**config.mk**
```make
export PLATFORM = sky130hd
export DESIGN_NAME = pipe_stall_ctrl
export DESIGN_NICKNAME = d
export VERILOG_FILES = /design/src/rtl/pipe_stall_ctrl_pkg.sv /design/src/rtl/pipe_stall_ctrl.sv
export SDC_FILE = /design/constraint.sdc
export NUM_CORES = 1
export LEC_CHECK = 0
export BUFFER_PORTS_ARGS = -buffer_cell sky130_fd_sc_hd__buf_2
export CORE_MARGIN = 1.5
export CORE_UTILIZATION = 48
export DETAILED_ROUTE_END_ITERATION = 7
export GPL_TIMING_DRIVEN = 0
export PLACE_DENSITY_LB_ADDON = 0.05
export SLEW_MARGIN = 20
export SYNTH_ARGS = -nofsm -noshare
export SYNTH_HDL_FRONTEND = slang
export SYNTH_SLANG_ARGS = --single-unit
```
**constraint.sdc**
```tcl
create_clock -name clk_i -period 2.1 [get_ports clk_i]
set_clock_uncertainty 0.2 [all_clocks]
set_input_delay 0.42 -clock clk_i [delete_from_list [all_inputs] [get_ports clk_i]]
set_output_delay 0.42 -clock clk_i [all_outputs]
set_load 0.03 [all_outputs]
```
**src/rtl/pipe_stall_ctrl_pkg.sv**
```systemverilog
// Shared definitions for the pipeline stall sequencer: stall-bus patterns,
// mul/div sequencer state encoding and a stall-pattern decode helper.
package pipe_stall_ctrl_pkg;

    // Stall bus bit meaning: [0]PC [1]IF [2]ID [3]EX [4]MEM [5]WB, 1 = stop
    localparam int unsigned STALL_BUS_W = 6;

    localparam logic STOP    = 1'b1;
    localparam logic NO_STOP = 1'b0;

    // NONE: every stage advances
    localparam logic [STALL_BUS_W-1:0] STALL_NONE    = 6'b000000;
    // ID_HOLD: PC/IF/ID hold, EX receives a bubble
    localparam logic [STALL_BUS_W-1:0] STALL_ID_HOLD = 6'b000111;
    // EX_HOLD: PC/IF/ID/EX hold, MEM receives a bubble
    localparam logic [STALL_BUS_W-1:0] STALL_EX_HOLD = 6'b001111;

    // Mul/div sequencer states
    typedef enum logic [1:0] {
        MDS_IDLE  = 2'b00,
        MDS_START = 2'b01,
        MDS_WAIT  = 2'b10,
        MDS_DONE  = 2'b11
    } md_state_e;

    // Which stall pattern the output decode selects
    typedef enum logic [1:0] {
        SEL_NONE    = 2'b00,
        SEL_ID_HOLD = 2'b01,
        SEL_EX_HOLD = 2'b10
    } stall_sel_e;

    // Map a stall selection onto the stall bus pattern; unknown codes stall nothing
    function automatic logic [STALL_BUS_W-1:0] stall_pattern(input stall_sel_e sel);
        logic [STALL_BUS_W-1:0] pat;
        case (sel)
            SEL_NONE:    pat = STALL_NONE;
            SEL_ID_HOLD: pat = STALL_ID_HOLD;
            SEL_EX_HOLD: pat = STALL_EX_HOLD;
            default:     pat = STALL_NONE;
        endcase
        return pat;
    endfunction

endpackage

```
**src/rtl/pipe_stall_ctrl.sv**
```systemverilog
// Central stall sequencer for the 5-stage pipeline. Merges the ID load-use
// request with the EX mul/div request, drives the stall bus, and sequences the
// external mul/div unit (start pulse, ready wait, timeout watchdog).
module pipe_stall_ctrl
    import pipe_stall_ctrl_pkg::*;
#(
    parameter int STALL_W    = 6,
    parameter int MD_TIMEOUT = 40,
    parameter int CNT_W      = 6
) (
    input  logic               clk_i,
    input  logic               rst_ni,
    input  logic               stallreq_from_id_i,
    input  logic               stallreq_from_ex_i,
    input  logic               md_ready_i,
    output logic [STALL_W-1:0] stall_o,
    output logic               md_start_o,
    output logic               md_busy_o,
    output logic [CNT_W-1:0]   md_cnt_o,
    output logic               md_timeout_o
);

    // Last WAIT count before the watchdog forces release, and the saturation ceiling
    localparam logic [CNT_W-1:0] CNT_LAST = CNT_W'(MD_TIMEOUT - 1);
    localparam logic [CNT_W-1:0] CNT_MAX  = CNT_W'(MD_TIMEOUT);
    localparam logic [CNT_W-1:0] CNT_ONE  = CNT_W'(1);

    md_state_e          state_q, state_d;
    logic [CNT_W-1:0]   md_cnt_q, md_cnt_d;
    logic               md_timeout_q, md_timeout_d;
    stall_sel_e         stall_sel_s;
    logic               md_start_s;
    logic               md_busy_s;

    // State register, WAIT cycle counter and sticky watchdog flag
    always_ff @(posedge clk_i or negedge rst_ni) begin
        if (!rst_ni) begin
            state_q      <= MDS_IDLE;
            md_cnt_q     <= '0;
            md_timeout_q <= 1'b0;
        end else begin
            state_q      <= state_d;
            md_cnt_q     <= md_cnt_d;
            md_timeout_q <= md_timeout_d;
        end
    end

    // Next-state logic: launch on an EX request, wait for ready or the watchdog, retire
    always_comb begin
        state_d      = state_q;
        md_cnt_d     = md_cnt_q;
        md_timeout_d = md_timeout_q;
        case (state_q)
            MDS_IDLE: begin
                if (stallreq_from_ex_i) begin
                    state_d = MDS_START;
                end else begin
                    state_d = MDS_IDLE;
                end
            end
            MDS_START: begin
                // The unit has not been started yet, so a ready here is meaningless
                state_d  = MDS_WAIT;
                md_cnt_d = '0;
            end
            MDS_WAIT: begin
                if (md_cnt_q != CNT_MAX) begin
                    md_cnt_d = md_cnt_q + CNT_ONE;
                end else begin
                    md_cnt_d = md_cnt_q;
                end
                if (md_ready_i) begin
                    state_d = MDS_DONE;
                end else if (md_cnt_q == CNT_LAST) begin
                    state_d      = MDS_DONE;
                    md_timeout_d = 1'b1;
                end else begin
                    state_d = MDS_WAIT;
                end
            end
            MDS_DONE: begin
                // The EX request still belongs to the op just finished
                state_d = MDS_IDLE;
            end
            default: begin
                state_d = MDS_IDLE;
            end
        endcase
    end

    // Output decode: stall selection is Mealy on the requests, start/busy are pure state
    always_comb begin
        stall_sel_s = SEL_NONE;
        md_start_s  = 1'b0;
        md_busy_s   = 1'b0;
        case (state_q)
            MDS_IDLE: begin
                if (stallreq_from_ex_i) begin
                    stall_sel_s = SEL_EX_HOLD;
                end else if (stallreq_from_id_i) begin
                    stall_sel_s = SEL_ID_HOLD;
                end else begin
                    stall_sel_s = SEL_NONE;
                end
            end
            MDS_START: begin
                stall_sel_s = SEL_EX_HOLD;
                md_start_s  = 1'b1;
                md_busy_s   = 1'b1;
            end
            MDS_WAIT: begin
                stall_sel_s = SEL_EX_HOLD;
                md_busy_s   = 1'b1;
            end
            MDS_DONE: begin
                // One free cycle so EX retires its result; a load-use still holds ID
                if (stallreq_from_id_i) begin
                    stall_sel_s = SEL_ID_HOLD;
                end else begin
                    stall_sel_s = SEL_NONE;
                end
            end
            default: begin
                stall_sel_s = SEL_NONE;
            end
        endcase
    end

    // Requests must not leak onto the stall bus while reset is held
    assign stall_o      = rst_ni ? STALL_W'(stall_pattern(stall_sel_s)) : '0;
    assign md_start_o   = rst_ni & md_start_s;
    assign md_busy_o    = rst_ni & md_busy_s;
    assign md_cnt_o     = md_cnt_q;
    assign md_timeout_o = md_timeout_q;

endmodule

```
Word-level counts from Yosys, hierarchy flattened
Index checks and enable logic that the tools add are counted.

Flip-flop bits (word level): 9.

Reductions and logical operators: 5. Bitwise operators: 3. Multiplexer cells: 13. Add/sub/neg operators: 1. Eq/ne operators: 8.

Operators with widths (count): $mux 6 (2); $pmux 6 s2 (1); $pmux 2 s4 (1); $pmux 4 s2 (1); $add 6x1->6 const B (1); $eq 2x2->1 const B (3); $eq 6x6->1 const B (1); $mux 1 (6); $ne 6x6->1 const B (1); $pmux 2 s3 (1); $eq 2x1->1 const B (2); $reduce_and 3->1 (1); $and 1x1->1 (2); $logic_not 2->1 (1); $mux 2 (1); $ne 2x2->1 const B (1); $reduce_and 2->1 (1); $reduce_bool 2->1 (1); $reduce_or 2->1 (1); $not 1->1 (1).

Longest topological paths before layout
Depth after elaboration: 6. Mapped depth: 7. Mapped depth without buffers: 6.

Worst setup path before layout
Ideal clock, no wire load.

Path type: register -> output. Start: register state_q[0]. End: output port stall_o[1]. Path buffers: 1. Cell stages (with the launch flop): 8. Arrival time: 1.890 ns. Setup slack: -0.410 ns. Cells stage by stage: dfrtp_1 -> inv_1 -> ha_1 -> inv_1 -> o21ai_0 -> ha_1 -> nor2b_1 -> buf_4.

Cells in the longest elaborated chain, start to end: 6. Elaborated cells on any way between the ends: 10.

Ends and longest elaborated chain: start: declaration (line pipe_stall_ctrl.sv:28) `md_state_e state_q, state_d;`; start signal: assignment (line pipe_stall_ctrl.sv:42) `state_q <= state_d;`; $eq 2x2->1 / $eq 2x1->1 (equally long branches) (line pipe_stall_ctrl.sv:96) `case (state_q)`; $reduce_or 2->1 (no source line); $pmux 2 s3 (*) (line pipe_stall_ctrl.sv:96); $eq 2x2->1 / $eq 2x1->1 (equally long branches) (line pipe_stall_ctrl_pkg.sv:36) `case (sel)`; $pmux 4 s2 (*) (line pipe_stall_ctrl_pkg.sv:36); $mux 6 (*) (line pipe_stall_ctrl.sv:130) `assign stall_o = rst_ni ? STALL_W'(stall_pattern(stall_sel_s)) : '0;`; end: declaration (line pipe_stall_ctrl.sv:16) `output logic [STALL_W-1:0] stall_o,`.

Mark *: on every way between the ends. The rest lies on a longest branch, timed or not.

Final worst setup path
Start: register state_q[1]. End: output port stall_o[2].

Same word-level chain as after synthesis.

==> flow_summary_export.csv <==
group,metric,value,unit
outcome,status,"complete, but fails checks",
outcome,failed_checks,"setup timing",
floorplanning,fp.coreArea,1285,µm²
place,hpwlAfterDp,977.3,µm
cells_and_area,diodes,0,
synth,synth_top_area_cell,"dfrtp_1",
setup_path,required,1480,ps
setup_path,critPathLaunchType,"flop",
detailed_routing,vias,589,
setup_path,reg2reg_slack,290,ps
min_path,min_from,"md_timeout_o",
sta,worst_slack,-292.9,ps
sta,final-max-slew-violation-count,0,
floorplanning,fp.dieArea,1588,µm²
floorplanning,io_pins,20,
floorplanning,row_count,13,
grt,antenna_found_initial,0,
cells_and_area,syn_to_final_growth,39.92,%
cells_and_area,final_util,70.98,%
detailed_routing,drt_iter0_drc,12,
synth,syn_inst,69,
floorplanning,initial_core_util,50.73,%
cells_and_area,fin_nets,110,
synth,yosysWarnings,0,
sta,period_share,113.9,%
detailed_routing,detail_route.wirelength,1.487,mm
flow_run,maxCapViolCount,0,
detailed_routing,routedWlPerCell,13.28,µm
clock_tree,cts_tree,"built",
clock_tree,clockBufferDepth,2,
setup_path,critPathLaunch,"state_q[1]",
cells_and_area,n_fill_cell,99,
synth,syn_area,651.9,µm²
clock_tree,cts_made_buffers,3,
detailed_routing,drc,0,
floorplanning,die_h,39.85,µm
synth,synth-main-ff-cell,"dfrtp_1",
min_path,hold_path_class,"reg2reg",
synth,synth-seq-cells,9,
grt,grt-ovfl-total,0,
setup_path,arrival,1770,ps
setup_path,crit_type,"reg2out",
synth,synth_top_area_share,34.55,%
detailed_routing,dr.pass1.iters,3,
power_and_ir_drop,p_leak,0.4757,nW
clock_tree,worstSkewPairLatency,260,ps
sta,setup_viol,4,
power_and_ir_drop,ir_drop,0.0009170,V
synth,synth_edf_count,0,
grt,grt_max_degree,11,
place,globalplace.congestion,0.8050,
grt,grt_pass1_wl,2.125,mm
clock_tree,cts_max_level,1,
detailed_routing,via_per_inst,5.259,
floorplanning,die_w,39.85,µm
synth,syn_avg_cell_area,9.447,µm²
synth,async_flop_share,100.0,%
sta,period_needed,2393,ps
synth,synth.area.top_cells,"dfrtp_1 (35%), ha_1 (13%), o21ai_0 (4.6%)",
sta,whs,263.1,ps
place,portBuffers,17,
sta,fmax,417.9,MHz
setup_path,regToRegStartpoint,"state_q[0]",
setup_path,cp_max_fo,3,
grt,grtUsageTotal,20.80,%
sta,rsz0062_at_grt,"true",
synth,yosysSeqAreaShare,34.55,%
power_and_ir_drop,powerDensity,1550,nW/µm²
grt,grt_pass1_vias,494,
detailed_routing,ant_nets,0,
clock_tree,cts.sinks,9,
setup_path,end_kind,"primary output",
synth,yosysUniqueCellTypes,29,
place,post-place-ws,-153.6,ps
clock_tree,cts-root-buf,"clkbuf_4",
cells_and_area,drive_gt1_share,42.27,%
clock_tree,clkSlewWorstSetupHoldPaths,70,ps
sta,report.final.hold_viol_count,0,
-- cell usage in the layout (no fill, tap or decap), types with 2 or more instances in the layout --
cell / count
buf_6: 7
or3_1: 2
ha_1: 5
clkbuf_4: 3
o21ai_0: 5
nand2_1: 2
buf_4: 5
buf_2: 15
nand3_1: 4
dfrtp_1: 9
and2_1: 3
conb_1: 2
ha_4: 2
inv_1: 3
inv_2: 3
nor2b_1: 2
o211ai_1: 3
nor3b_1: 2
-- synth_stat cells, types with 2 or more instances --
library cell,number
or3_1,2
dfrtp_1,9
nand3_1,4
and2_1,3
buf_4,4
o21ai_0,6
ha_1,7
o211ai_1,3
nor2b_1,3
inv_1,6
nand2_1,3
nor3b_1,2
-- metrics by stage --
stage	cell area, µm²	setup TNS [ps]	total power, W	instances
3_3_place_gp	774.5	-276.8	0.001035	102
5_1_grt	912.1	-1281	0.001514	112
2_1_floorplan	670.6	-153.5	0.0008754	70
4_1_cts	892.1	-984.5	0.001358	111
6_report	912.1	-901.8	0.001414	112
3_5_place_dp	774.5	-384.4	0.001051	102
-- registers in the layout (all words and copies together) (netlist names) --
name          flops
state_q           2
md_timeout_o      1
md_cnt_o          6
-- metal layers --
metal	track usage (%)	routed length (µm)	vias up
li1	-	-	296
met1	28.97	702	275
met2	31.56	713	14
met3	5.114	55	4
met4	5.172	16	0
met5	0	0	-
-- power by group --
part,switching (W),internal [W]
clock network,0.0000687,0.0000703
registers,0.0000758,0.000222
logic,0.000535,0.000442
-- critical path, stage by stage (launching register included) --
cell	delay [ps]
dfrtp_1	410
inv_2	90
ha_4	210
inv_2	50
o21ai_2	40
ha_1	320
nor2b_4	160
buf_6	110
buf_6	110
-- layout make-up --
cell class	instances	area [µm²]	area share, %
Multi-Input combinational cell	50	416.7	45.68
Sequential cell	9	225.2	24.69
Timing Repair Buffer	23	158.9	17.42
Buffer	5	42.54	4.664
Clock buffer	3	22.52	2.469
Inverter	6	22.52	2.469
Tap cell	15	18.77	2.058
Clock inverter	1	5.005	0.5487
-- cells by family after synthesis --
kind of cell,share of synthesized area [%]
AO/OA/AOI/OAI,15.16
XOR/XNOR,1.344
adder cells (fa/ha/maj),13.44
buffers and inverters,8.828
flip-flops,34.55
multiplexers,1.536
other,0.5753
AND/OR/NAND/NOR,24.57
-- repair_timing --
item                                   in CTS  in global routing
hold buffers                                1                  0
pin swaps                                   4                  5
buffers inserted                            4                  1
setup endpoints to repair                   4                  5
endpoints found under the hold margin       9                  0
resized for setup                          14                  4
cloned                                      0                  0
-- worst paths after layout --
check | cells past startpoint | end
max | 8 | stall_o[2]
min | 1 | md_timeout_o
max reg2reg | 7 | md_cnt_o[5]
min reg2reg | 1 | md_timeout_o
max in group asynchronous | 2 | md_cnt_o[0]
min in group asynchronous | 2 | md_cnt_o[3]
Power figures use the tool's default switching activity.
